$ cat src/rtl/seg7_pkg.sv
// Shared glyph constants and sizing helpers for the 7-segment scan driver.
// Glyph bit order is g..a (bit 6 = g).
package seg7_pkg;

    localparam logic [6:0] SEG_0    = 7'b0111111;
    localparam logic [6:0] SEG_1    = 7'b0000110;
    localparam logic [6:0] SEG_2    = 7'b1011011;
    localparam logic [6:0] SEG_3    = 7'b1001111;
    localparam logic [6:0] SEG_4    = 7'b1100110;
    localparam logic [6:0] SEG_5    = 7'b1101101;
    localparam logic [6:0] SEG_6    = 7'b1111101;
    localparam logic [6:0] SEG_7    = 7'b0000111;
    localparam logic [6:0] SEG_8    = 7'b1111111;
    localparam logic [6:0] SEG_9    = 7'b1101111;
    localparam logic [6:0] SEG_A    = 7'b1110111;
    localparam logic [6:0] SEG_B    = 7'b1111100;
    localparam logic [6:0] SEG_C    = 7'b0111001;
    localparam logic [6:0] SEG_D    = 7'b1011110;
    localparam logic [6:0] SEG_E    = 7'b1111001;
    localparam logic [6:0] SEG_F    = 7'b1110001;
    localparam logic [6:0] SEG_DASH = 7'b1000000;
    localparam logic [6:0] SEG_OFF  = 7'b0000000;

    function automatic int slot_w(input int n);
        return (n <= 1) ? 1 : $clog2(n);
    endfunction

endpackage

$ cat src/rtl/seg7_hexdecode.sv
// Combinational 4-bit code to 7-segment glyph decoder.
// Codes above 9 show hex letters or a dash depending on hex_mode.
module seg7_hexdecode
    import seg7_pkg::*;
(
    input  logic [3:0] code,
    input  logic       hex_mode,
    output logic [6:0] glyph
);

    always_comb begin
        glyph = SEG_DASH;
        unique case (code)
            4'h0: glyph = SEG_0;
            4'h1: glyph = SEG_1;
            4'h2: glyph = SEG_2;
            4'h3: glyph = SEG_3;
            4'h4: glyph = SEG_4;
            4'h5: glyph = SEG_5;
            4'h6: glyph = SEG_6;
            4'h7: glyph = SEG_7;
            4'h8: glyph = SEG_8;
            4'h9: glyph = SEG_9;
            4'hA: glyph = hex_mode ? SEG_A : SEG_DASH;
            4'hB: glyph = hex_mode ? SEG_B : SEG_DASH;
            4'hC: glyph = hex_mode ? SEG_C : SEG_DASH;
            4'hD: glyph = hex_mode ? SEG_D : SEG_DASH;
            4'hE: glyph = hex_mode ? SEG_E : SEG_DASH;
            4'hF: glyph = hex_mode ? SEG_F : SEG_DASH;
        endcase
    end

endmodule

$ cat src/rtl/seg7_scan_driver.sv
// Time-multiplexed N-digit 7-segment driver with frame-buffered updates,
// leading-zero blanking, anti-ghosting gaps and selectable pin polarity.
module seg7_scan_driver
    import seg7_pkg::*;
#(
    parameter int NUM_DIGITS = 4,
    parameter int SCAN_DIV   = 1000,
    parameter int GAP_CYCLES = 16,
    parameter int ACTIVE_LOW = 0
) (
    input  logic                    clk,
    input  logic                    rst_n,
    input  logic                    ena,
    input  logic [4*NUM_DIGITS-1:0] value,
    input  logic                    load,
    input  logic                    hex_mode,
    input  logic                    blank_lz,
    output logic [6:0]              seg,
    output logic [NUM_DIGITS-1:0]   dig_sel
);

    localparam int PW = $clog2(SCAN_DIV);
    localparam int SW = slot_w(NUM_DIGITS);
    localparam int VW = 4 * NUM_DIGITS;
    localparam logic POL = (ACTIVE_LOW != 0);
    localparam logic [PW-1:0] PRESC_LAST = PW'(SCAN_DIV - 1);
    localparam logic [PW-1:0] GAP_V = PW'(GAP_CYCLES);
    localparam logic [SW-1:0] SLOT_LAST = SW'(NUM_DIGITS - 1);

    logic [PW-1:0]         presc_q, presc_d;
    logic [SW-1:0]         slot_q, slot_d;
    logic [VW-1:0]         pend_q, pend_d;
    logic                  pend_valid_q, pend_valid_d;
    logic [VW-1:0]         shadow_q, shadow_d;
    logic [6:0]            seg_q, seg_d;
    logic [NUM_DIGITS-1:0] dig_q, dig_d;

    logic                  term;
    logic                  bound;
    logic [3:0]            code;
    logic                  blank;
    logic                  zero_run;
    logic                  lit;
    logic [6:0]            glyph;
    logic [NUM_DIGITS-1:0] onehot;

    // Counters and the pending/shadow double buffer.
    always_comb begin
        presc_d      = presc_q;
        slot_d       = slot_q;
        pend_d       = pend_q;
        pend_valid_d = pend_valid_q;
        shadow_d     = shadow_q;
        term  = (presc_q == PRESC_LAST);
        bound = term && (slot_q == SLOT_LAST);
        if (ena) begin
            presc_d = term ? '0 : presc_q + 1'b1;
            if (term) begin
                slot_d = (slot_q == SLOT_LAST) ? '0 : slot_q + 1'b1;
            end
            if (bound) begin
                pend_valid_d = 1'b0;
                if (load) begin
                    shadow_d = value;
                end else if (pend_valid_q) begin
                    shadow_d = pend_q;
                end
            end else if (load) begin
                pend_d       = value;
                pend_valid_d = 1'b1;
            end
        end
    end

    // Digit selection and leading-zero run from the most significant digit.
    always_comb begin
        code     = 4'd0;
        blank    = 1'b0;
        zero_run = 1'b1;
        onehot   = '0;
        for (int i = NUM_DIGITS - 1; i >= 0; i--) begin
            zero_run  = zero_run && (shadow_q[4*i +: 4] == 4'd0);
            onehot[i] = (slot_q == SW'(i));
            if (slot_q == SW'(i)) begin
                code  = shadow_q[4*i +: 4];
                blank = blank_lz && zero_run && (i != 0);
            end
        end
    end

    seg7_hexdecode u_dec (
        .code     (code),
        .hex_mode (hex_mode),
        .glyph    (glyph)
    );

    always_comb begin
        lit   = ena && (presc_q >= GAP_V);
        seg_d = ((lit && !blank) ? glyph : SEG_OFF) ^ {7{POL}};
        dig_d = (lit ? onehot : '0) ^ {NUM_DIGITS{POL}};
    end

    always_ff @(posedge clk or negedge rst_n) begin
        if (!rst_n) begin
            presc_q      <= '0;
            slot_q       <= '0;
            pend_q       <= '0;
            pend_valid_q <= 1'b0;
            shadow_q     <= '0;
            seg_q        <= {7{POL}};
            dig_q        <= {NUM_DIGITS{POL}};
        end else begin
            presc_q      <= presc_d;
            slot_q       <= slot_d;
            pend_q       <= pend_d;
            pend_valid_q <= pend_valid_d;
            shadow_q     <= shadow_d;
            seg_q        <= seg_d;
            dig_q        <= dig_d;
        end
    end

    assign seg     = seg_q;
    assign dig_sel = dig_q;

endmodule

$ cat config.mk
export PLATFORM = sky130hd
export DESIGN_NAME = seg7_scan_driver
export DESIGN_NICKNAME = d
export VERILOG_FILES = /design/src/rtl/seg7_pkg.sv /design/src/rtl/seg7_hexdecode.sv /design/src/rtl/seg7_scan_driver.sv
export SDC_FILE = /design/constraint.sdc
export NUM_CORES = 1
export LEC_CHECK = 0
export CORE_MARGIN = 1
export CORE_UTILIZATION = 51
export CTS_CLUSTER_SIZE = 40
export DETAILED_ROUTE_END_ITERATION = 6
export GPL_ROUTABILITY_DRIVEN = 0
export PLACE_DENSITY_LB_ADDON = 0.08
export SLEW_MARGIN = 30
export SYNTH_ARGS = -nofsm -noshare
export SYNTH_HDL_FRONTEND = slang
export SYNTH_HIERARCHICAL = 1
export SYNTH_SLANG_ARGS = --single-unit
export TNS_END_PERCENT = 20
$ cat constraint.sdc
create_clock -name clk -period 2.4 [get_ports clk]
set_clock_uncertainty 0.2 [all_clocks]
set_input_delay 0.6 -clock clk [delete_from_list [all_inputs] [get_ports clk]]
set_output_delay 0.6 -clock clk [all_outputs]
set_load 0.01 [all_outputs]
==> results of run 1 <==
## kinds of logic after synthesis
| logic type | count (synthesis) |
|---|---|
| fa+ha+maj | 6 |
| xor+xnor | 4 |
| mux | 50 |
| buf+inv | 26 |
| compound gates | 45 |
| simple gates | 77 |
| flops | 56 |
## Yosys cell counts, types with 2 or more instances
cell type	count
mux2_4	10
o21ai_0	8
o21ai_1	3
clkbuf_1	6
mux2i_1	2
nor2b_1	4
o22ai_1	3
buf_4	3
mux2_2	38
nand2_1	23
o31ai_1	3
nor3_1	6
nand2b_1	4
buf_2	3
a221oi_1	3
a21oi_1	10
xnor2_1	4
nand3_1	3
buf_6	2
ha_1	6
and2_1	5
dfrtp_1	56
nor2_1	15
nand4_1	3
a22o_1	2
inv_1	9
or3_1	2
a31oi_1	2
## worst max-delay path, stage by stage, from the launching register on
cell      delay, ps
dfrtp_1         430
buf_4           160
ha_4            190
inv_2            80
nor2_1           60
o31ai_2         260
buf_4           210
and2b_4         210
a221oi_2        230
o21ai_1          90
nand2_1          60
nor2_1           40
## state kept, by name, indices dropped and copies added, names as in the netlist
name and flops:
slot_q 2, pend_valid_q 1, shadow_q 16, dig_sel 4, seg 7, pend_q 16
presc_q 10
## layer usage
metal / up-vias / wire length, µm / part of all wire [%] / GRT usage, %
met5: - / 0 / 0 / 0
li1: 1037 / - / - / -
met4: 0 / 61 / 1.1 / 5.926
met1: 981 / 2529 / 47 / 25.65
met2: 42 / 2617 / 49 / 30.52
met3: 6 / 175 / 3.3 / 4.253
## per-stage QoR
step | setup slack (ps) | TNS (ps) | util [%] | cell area, µm²
after CTS | 2.631 | 0 | 64.50 | 3617
after global placement | -55.35 | -377.9 | 62.72 | 3517
after floorplan | 46.28 | 0 | - | 3013
final | 74.49 | 0 | 66.51 | 3730
after global routing | -59.86 | -177.2 | 66.51 | 3730
after detailed placement | -54.12 | -334.3 | 62.72 | 3517
## how the worst max path moves through the flow
stage              start      to  cells past startpoint  slack, ps
2_1_floorplan  slot_q[0]  seg[2]                     11         50
3_3_place_gp    blank_lz  seg[0]                      5        -60
3_5_place_dp   slot_q[0]  seg[0]                     11        -50
4_1_cts        slot_q[0]  seg[3]                     11          3
5_1_grt        slot_q[0]  seg[0]                     11        -60
6_report       slot_q[0]  seg[0]                     11         70
## final cells by class
| cell class | count | area (µm²) |
|---|---|---|
| clock buffer | 5 | 68.82 |
| fill | 428 | 1878 |
| clock inverter | 3 | 26.28 |
| multi-input combinational | 182 | 1539 |
| sequential | 56 | 1403 |
| tap | 72 | 90.09 |
| inverter | 9 | 33.78 |
| timing repair buffer | 57 | 569.3 |
## power by group through the flow
stage               Combinational (mW)  Clock (mW)  Sequential (mW)
floorplan                        0.298           0             1.16
CTS                              0.496       0.559             1.15
detailed placement               0.493           0             1.17
finish                           0.508       0.542             1.15
global placement                 0.484           0             1.17
global route                     0.560       0.601             1.17
## what timing repair did
action | 4_1_cts | 5_1_grt
buffers inserted | 0 | 5
cloned | 0 | 1
pin swaps | 0 | 3
gates resized for setup | 2 | 17
setup endpoints to repair | 3 | 7
==> results.md, run 1 <==
* Status: completed
* Xor and xnor fraction of the mapped netlist area at 1.165%
* Crit path DAT at 2330 ps
* Fmax achieved at 0.4300 GHz
* Total CTS buffers at 5
* Number of max-cap violations at 0
* Asr flop ratio synth at 100.0%
* Int Pwr at 1.559 mW
* Sequential Power Share at 52.3%
* FF-to-FF path depth at 11
* Hold buffer count at cts at 0
* Worst path required time at 2410 ps
* Post-synthesis mux area share at 19.88%
* Avg WL per Cell at 14.02 µm
* Synth cell types at 54
* Mapped Cells at 264
* Final ANT Viol Nets at 0
* Die Height at 78.80 µm
* ANT cells at 0
* Placeable Area at 0.005608 mm²
* Vias in the first global route at 1977
* Synth top area cells: dfrtp_1 47%, mux2_2 14%, mux2_4 5.0%
* Max Slew Vio Count at 0
* Congestion Overflow GR at 0
* R2r startpoint: slot_q[0]
* Largest net degree at the start of global routing at 57
* Unrepaired setup endpoints after global routing: true
* Final HPWL DP at 3.708 mm
* # DRC at 0
* Avg Inst Size Synth at 11.39 µm²
* #FFs+latches synth at 56
* Die Width at 78.80 µm
* EDFF count, synth at 0
* Dpl cells at 370
* Fin nets at 339
* Top-area cell type share of the netlist area at 46.59%
* Global Route Usage Sum at 19.05%
* Sw Pwr at 644.2 µW
* H-tree level count at 2
* Final hold violation count at 0
* Commonest non-fill, non-tap cells in the layout: 55 x dfrtp_1, 38 x mux2_2, 31 x clkdlybuf4s50_1, 23 x nand2_1, 19 x buf_4
* Setup CP Type: register to register
* Setup Viol. Count Final at 0
* Clk sinks at 56
* Share of cells above drive strength 1 at 34.94%
* Critical Path Sink Type: register
* Initial DRC count at 152
* PD cells at 590.8 mW/mm²
* Sequential fraction of the synthesis area at 46.59%
* Yosys top cell by area: dfrtp_1
* Cell row count at 27
* Hold Crit Class: primary input to async pin
* Max VDD drop at 367.6 µV
* Net Sw Frac at 29.24%
* Clock Pin Slew Worst Setup and Hold Paths at 100 ps
* Synth Area in Simple Gates at 14.06%
* Commonest non-fill, non-tap cell in the layout: dfrtp_1
* Mapped Nets at 292
* TritonRoute pass-1 iters at 4
* Top FF cell, synth: dfrtp_1
* Cell Area, Synth at 0.003008 mm²
* Clock network power share at 24.6%
* Via count at 2066
* Clk_lat worst skew at 320 ps
* Root buffer cell: clkbuf_8
* Total Wirelength at 5.383 mm
* Leakage at 1.597 nW
* Drt via density at 5.380
* Final Total Pwr at 2.204 mW
* Critical R2R Capture: seg[0]
* Post-Synth Adder-Cell Area at 2.496%
* Crit Path Max Fanout at 7
* Initial Util at 53.64%
* Compound-gate portion of the synthesized area at 10.98%
* Area delta synth->final at 24.00%
* CTS tree: yes
* Syn. warnings at 6
* Number of standard cells in the final layout excluding fillers at 384
* Worst Tran Pin Value at 337.1 ps
* Combinational power share at 23.1%
* FF-to-FF setup slack at 70 ps
* Final hold slack at 62.29 ps
* Initial antenna violation count at 0
* I/O pin cnt at 33
* Period utilisation layout at 96.90%
* Clock buffer depth at 2
* Main combinational cell family by area after synthesis: multiplexers
* Period minus WS final at 2326 ps
* Die ar. at 0.006209 mm²
* Relative slew margins at 77.32%
* First-pass GRT wire length at 9.266 mm
* Startpoint Class: register
* PortBufs at 32
Power figures use the tool's default switching activity.
==> run 2, diff against run 1 <==
CELL_PAD_IN_SITES_DETAIL_PLACEMENT = 1   (was default)
CELL_PAD_IN_SITES_GLOBAL_PLACEMENT = 1   (was default)
CORE_UTILIZATION = 41   (was 51)
==> run 2 against run 1 <==
  * Die area grew 24%
  * Largest cell class unchanged
  * Critical path depth up 1
  * Hold slack got worse by 3.3 ps
  * Clock-buffer cell count did not move
  * Wire length is 13% higher
  * Clock power fell by 2%
  * Worst setup slack got worse by 41 ps
  * Sequential share of layout area is 0.61 points lower
  * Non-clock buffer count increased by 4
  * Via count up 2.4%
  * Cell count up 7.3%
==> results.md, run 2 (synthesis gave the netlist of run 1 again) <==
* Clock Pin Slew Worst Setup and Hold Paths at 110 ps
* I/O pin cnt at 33
* Hold buffer count at cts at 0
* Avg WL per Cell at 14.74 µm
* Period minus WS final at 2366 ps
* Number of max-cap violations at 0
* Startpoint Class: register
* Initial Util at 43.32%
* ANT cells at 0
* Max VDD drop at 306.0 µV
* Die ar. at 0.007683 mm²
* Max Slew Vio Count at 0
* Total CTS buffers at 5
* Max incr delay on CP at 470 ps
* Placeable Area at 0.006944 mm²
* Vias in the first global route at 2265
* Fmax achieved at 0.4226 GHz
* Commonest non-fill, non-tap cell in the layout: dfrtp_1
* First-pass GRT wire length at 10.58 mm
* Crit Path Max Fanout at 7
* Congestion Overflow GR at 0
* Net Sw Frac at 29.45%
* Crit path buf inv count at 4
* Worst Tran Pin Value at 376.4 ps
* Area delta synth->final at 26.16%
* CTS tree: yes
* Largest registers: pend_q (16), shadow_q (16), presc_q (10)
* Setup CP Type: register to register
* Worst path required time at 2410 ps
* Die Width at 87.65 µm
* Util after Layout at 54.65%
* Drt via density at 5.136
* CP max stage cell: dfrtp_2
* Die Height at 87.65 µm
* Root buffer cell: clkbuf_8
* Share of cells above drive strength 1 at 35.76%
* Sum Neg Setup Slack at 0 ps
* Cell row count at 30
* Commonest non-fill, non-tap cells in the layout: 54 x dfrtp_1, 38 x mux2_2, 31 x clkdlybuf4s50_1, 23 x nand2_1, 22 x buf_4
* Hold Crit Class: primary input to async pin
* Largest net degree at the start of global routing at 57
* Cell Chain, Critical Path: inv_4, ha_4, buf_4, a221oi_2, o31ai_2, buf_4, buf_12, nand2_1, a21oi_1, a211o_1, nand2_1, nor2_1
* Final hold violation count at 0
* Clk_lat worst skew at 320 ps
* Period utilisation layout at 98.59%
* Leakage at 1.618 nW
* PD cells at 582.3 mW/mm²
* Final HPWL DP at 4.390 mm
* Total Wirelength at 6.074 mm
* Sw Pwr at 650.7 µW
* # DRC at 0
* Via count at 2116
* PortBufs at 32
* Relative slew margins at 74.68%
* Initial antenna violation count at 0
* Crit path DAT at 2380 ps
* Critical Path Sink Type: register
* Final ANT Viol Nets at 0
* Unrepaired setup endpoints after global routing: true
* Setup Viol. Count Final at 0
* Clock network power share at 24.1%
* TritonRoute pass-1 iters at 2
* DP Worst Slack at -89.63 ps
* Initial DRC count at 65
* Status: completed
* Sequential Power Share at 52.4%
* Worst Setup Slack, final at 33.92 ps
* Combinational power share at 23.4%
* Clock buffer depth at 2
* Global Route Usage Sum at 18.10%
* Int Pwr at 1.559 mW
* Clk sinks at 56
* H-tree level count at 2
* Fin nets at 343
* Largest delay share family, worst path: compound AO/OA/AOI/OAI gates
==> run 2: per-layer routing <==
layer	wire length, µm	track usage (%)	up-vias
li1	-	-	1043
met1	2853	22.88	1043
met2	3011	31.11	25
met3	139	3.676	5
met4	70	5.812	0
met5	0	0	-
==> run 2: stage by stage <==
stage | cell area (µm²) | hold WS (ps) | cells | power (mW)
final | 3795 | 59.02 | 412 | 2.210
after global placement | 3607 | 284.8 | 402 | 1.665
after detailed placement | 3607 | 292.1 | 402 | 1.684
after floorplan | 3013 | 104.4 | 264 | 1.460
after CTS | 3739 | 66.98 | 410 | 2.228
after global routing | 3795 | 75.07 | 412 | 2.342
==> run 2: timing repair <==
action,in CTS,in global routing
setup buffers,0,2
pin swaps,0,5
gates resized for setup,10,13
endpoints found under the setup margin,7,7
gates cloned,0,0
==> run 2: power by group through the flow <==
stage               Clock [mW]  Combinational, mW  Sequential, mW
detailed placement           0              0.510            1.17
CTS                      0.554              0.518            1.16
floorplan                    0              0.298            1.16
global placement             0              0.498            1.17
finish                   0.533              0.518            1.16
global route             0.592              0.575            1.17
==> run 2: worst paths after layout <==
path | endpoint | startpoint | slack (ps) | depth (start not counted)
worst max-delay path | seg[2] | slot_q[0] | 30 | 12
worst min-delay path | presc_q[9] | rst_n | 60 | 2
worst max register to register | seg[2] | slot_q[0] | 30 | 12
worst min register to register | pend_q[0] | pend_q[0] | 310 | 1
max in group asynchronous | slot_q[1] | rst_n | 1690 | 2
min in group clk | pend_q[0] | pend_q[0] | 310 | 1
==> run 2: cell type report <==
| type | instances | area [µm²] |
|---|---|---|
| Timing Repair Buffer | 61 | 603.1 |
| Tap cell | 96 | 120.1 |
| Fill cell | 741 | 3149 |
| Multi-Input combinational cell | 182 | 1541 |
| Inverter | 9 | 36.28 |
| Clock inverter | 3 | 21.27 |
| Clock buffer | 5 | 68.82 |
| Sequential cell | 56 | 1404 |
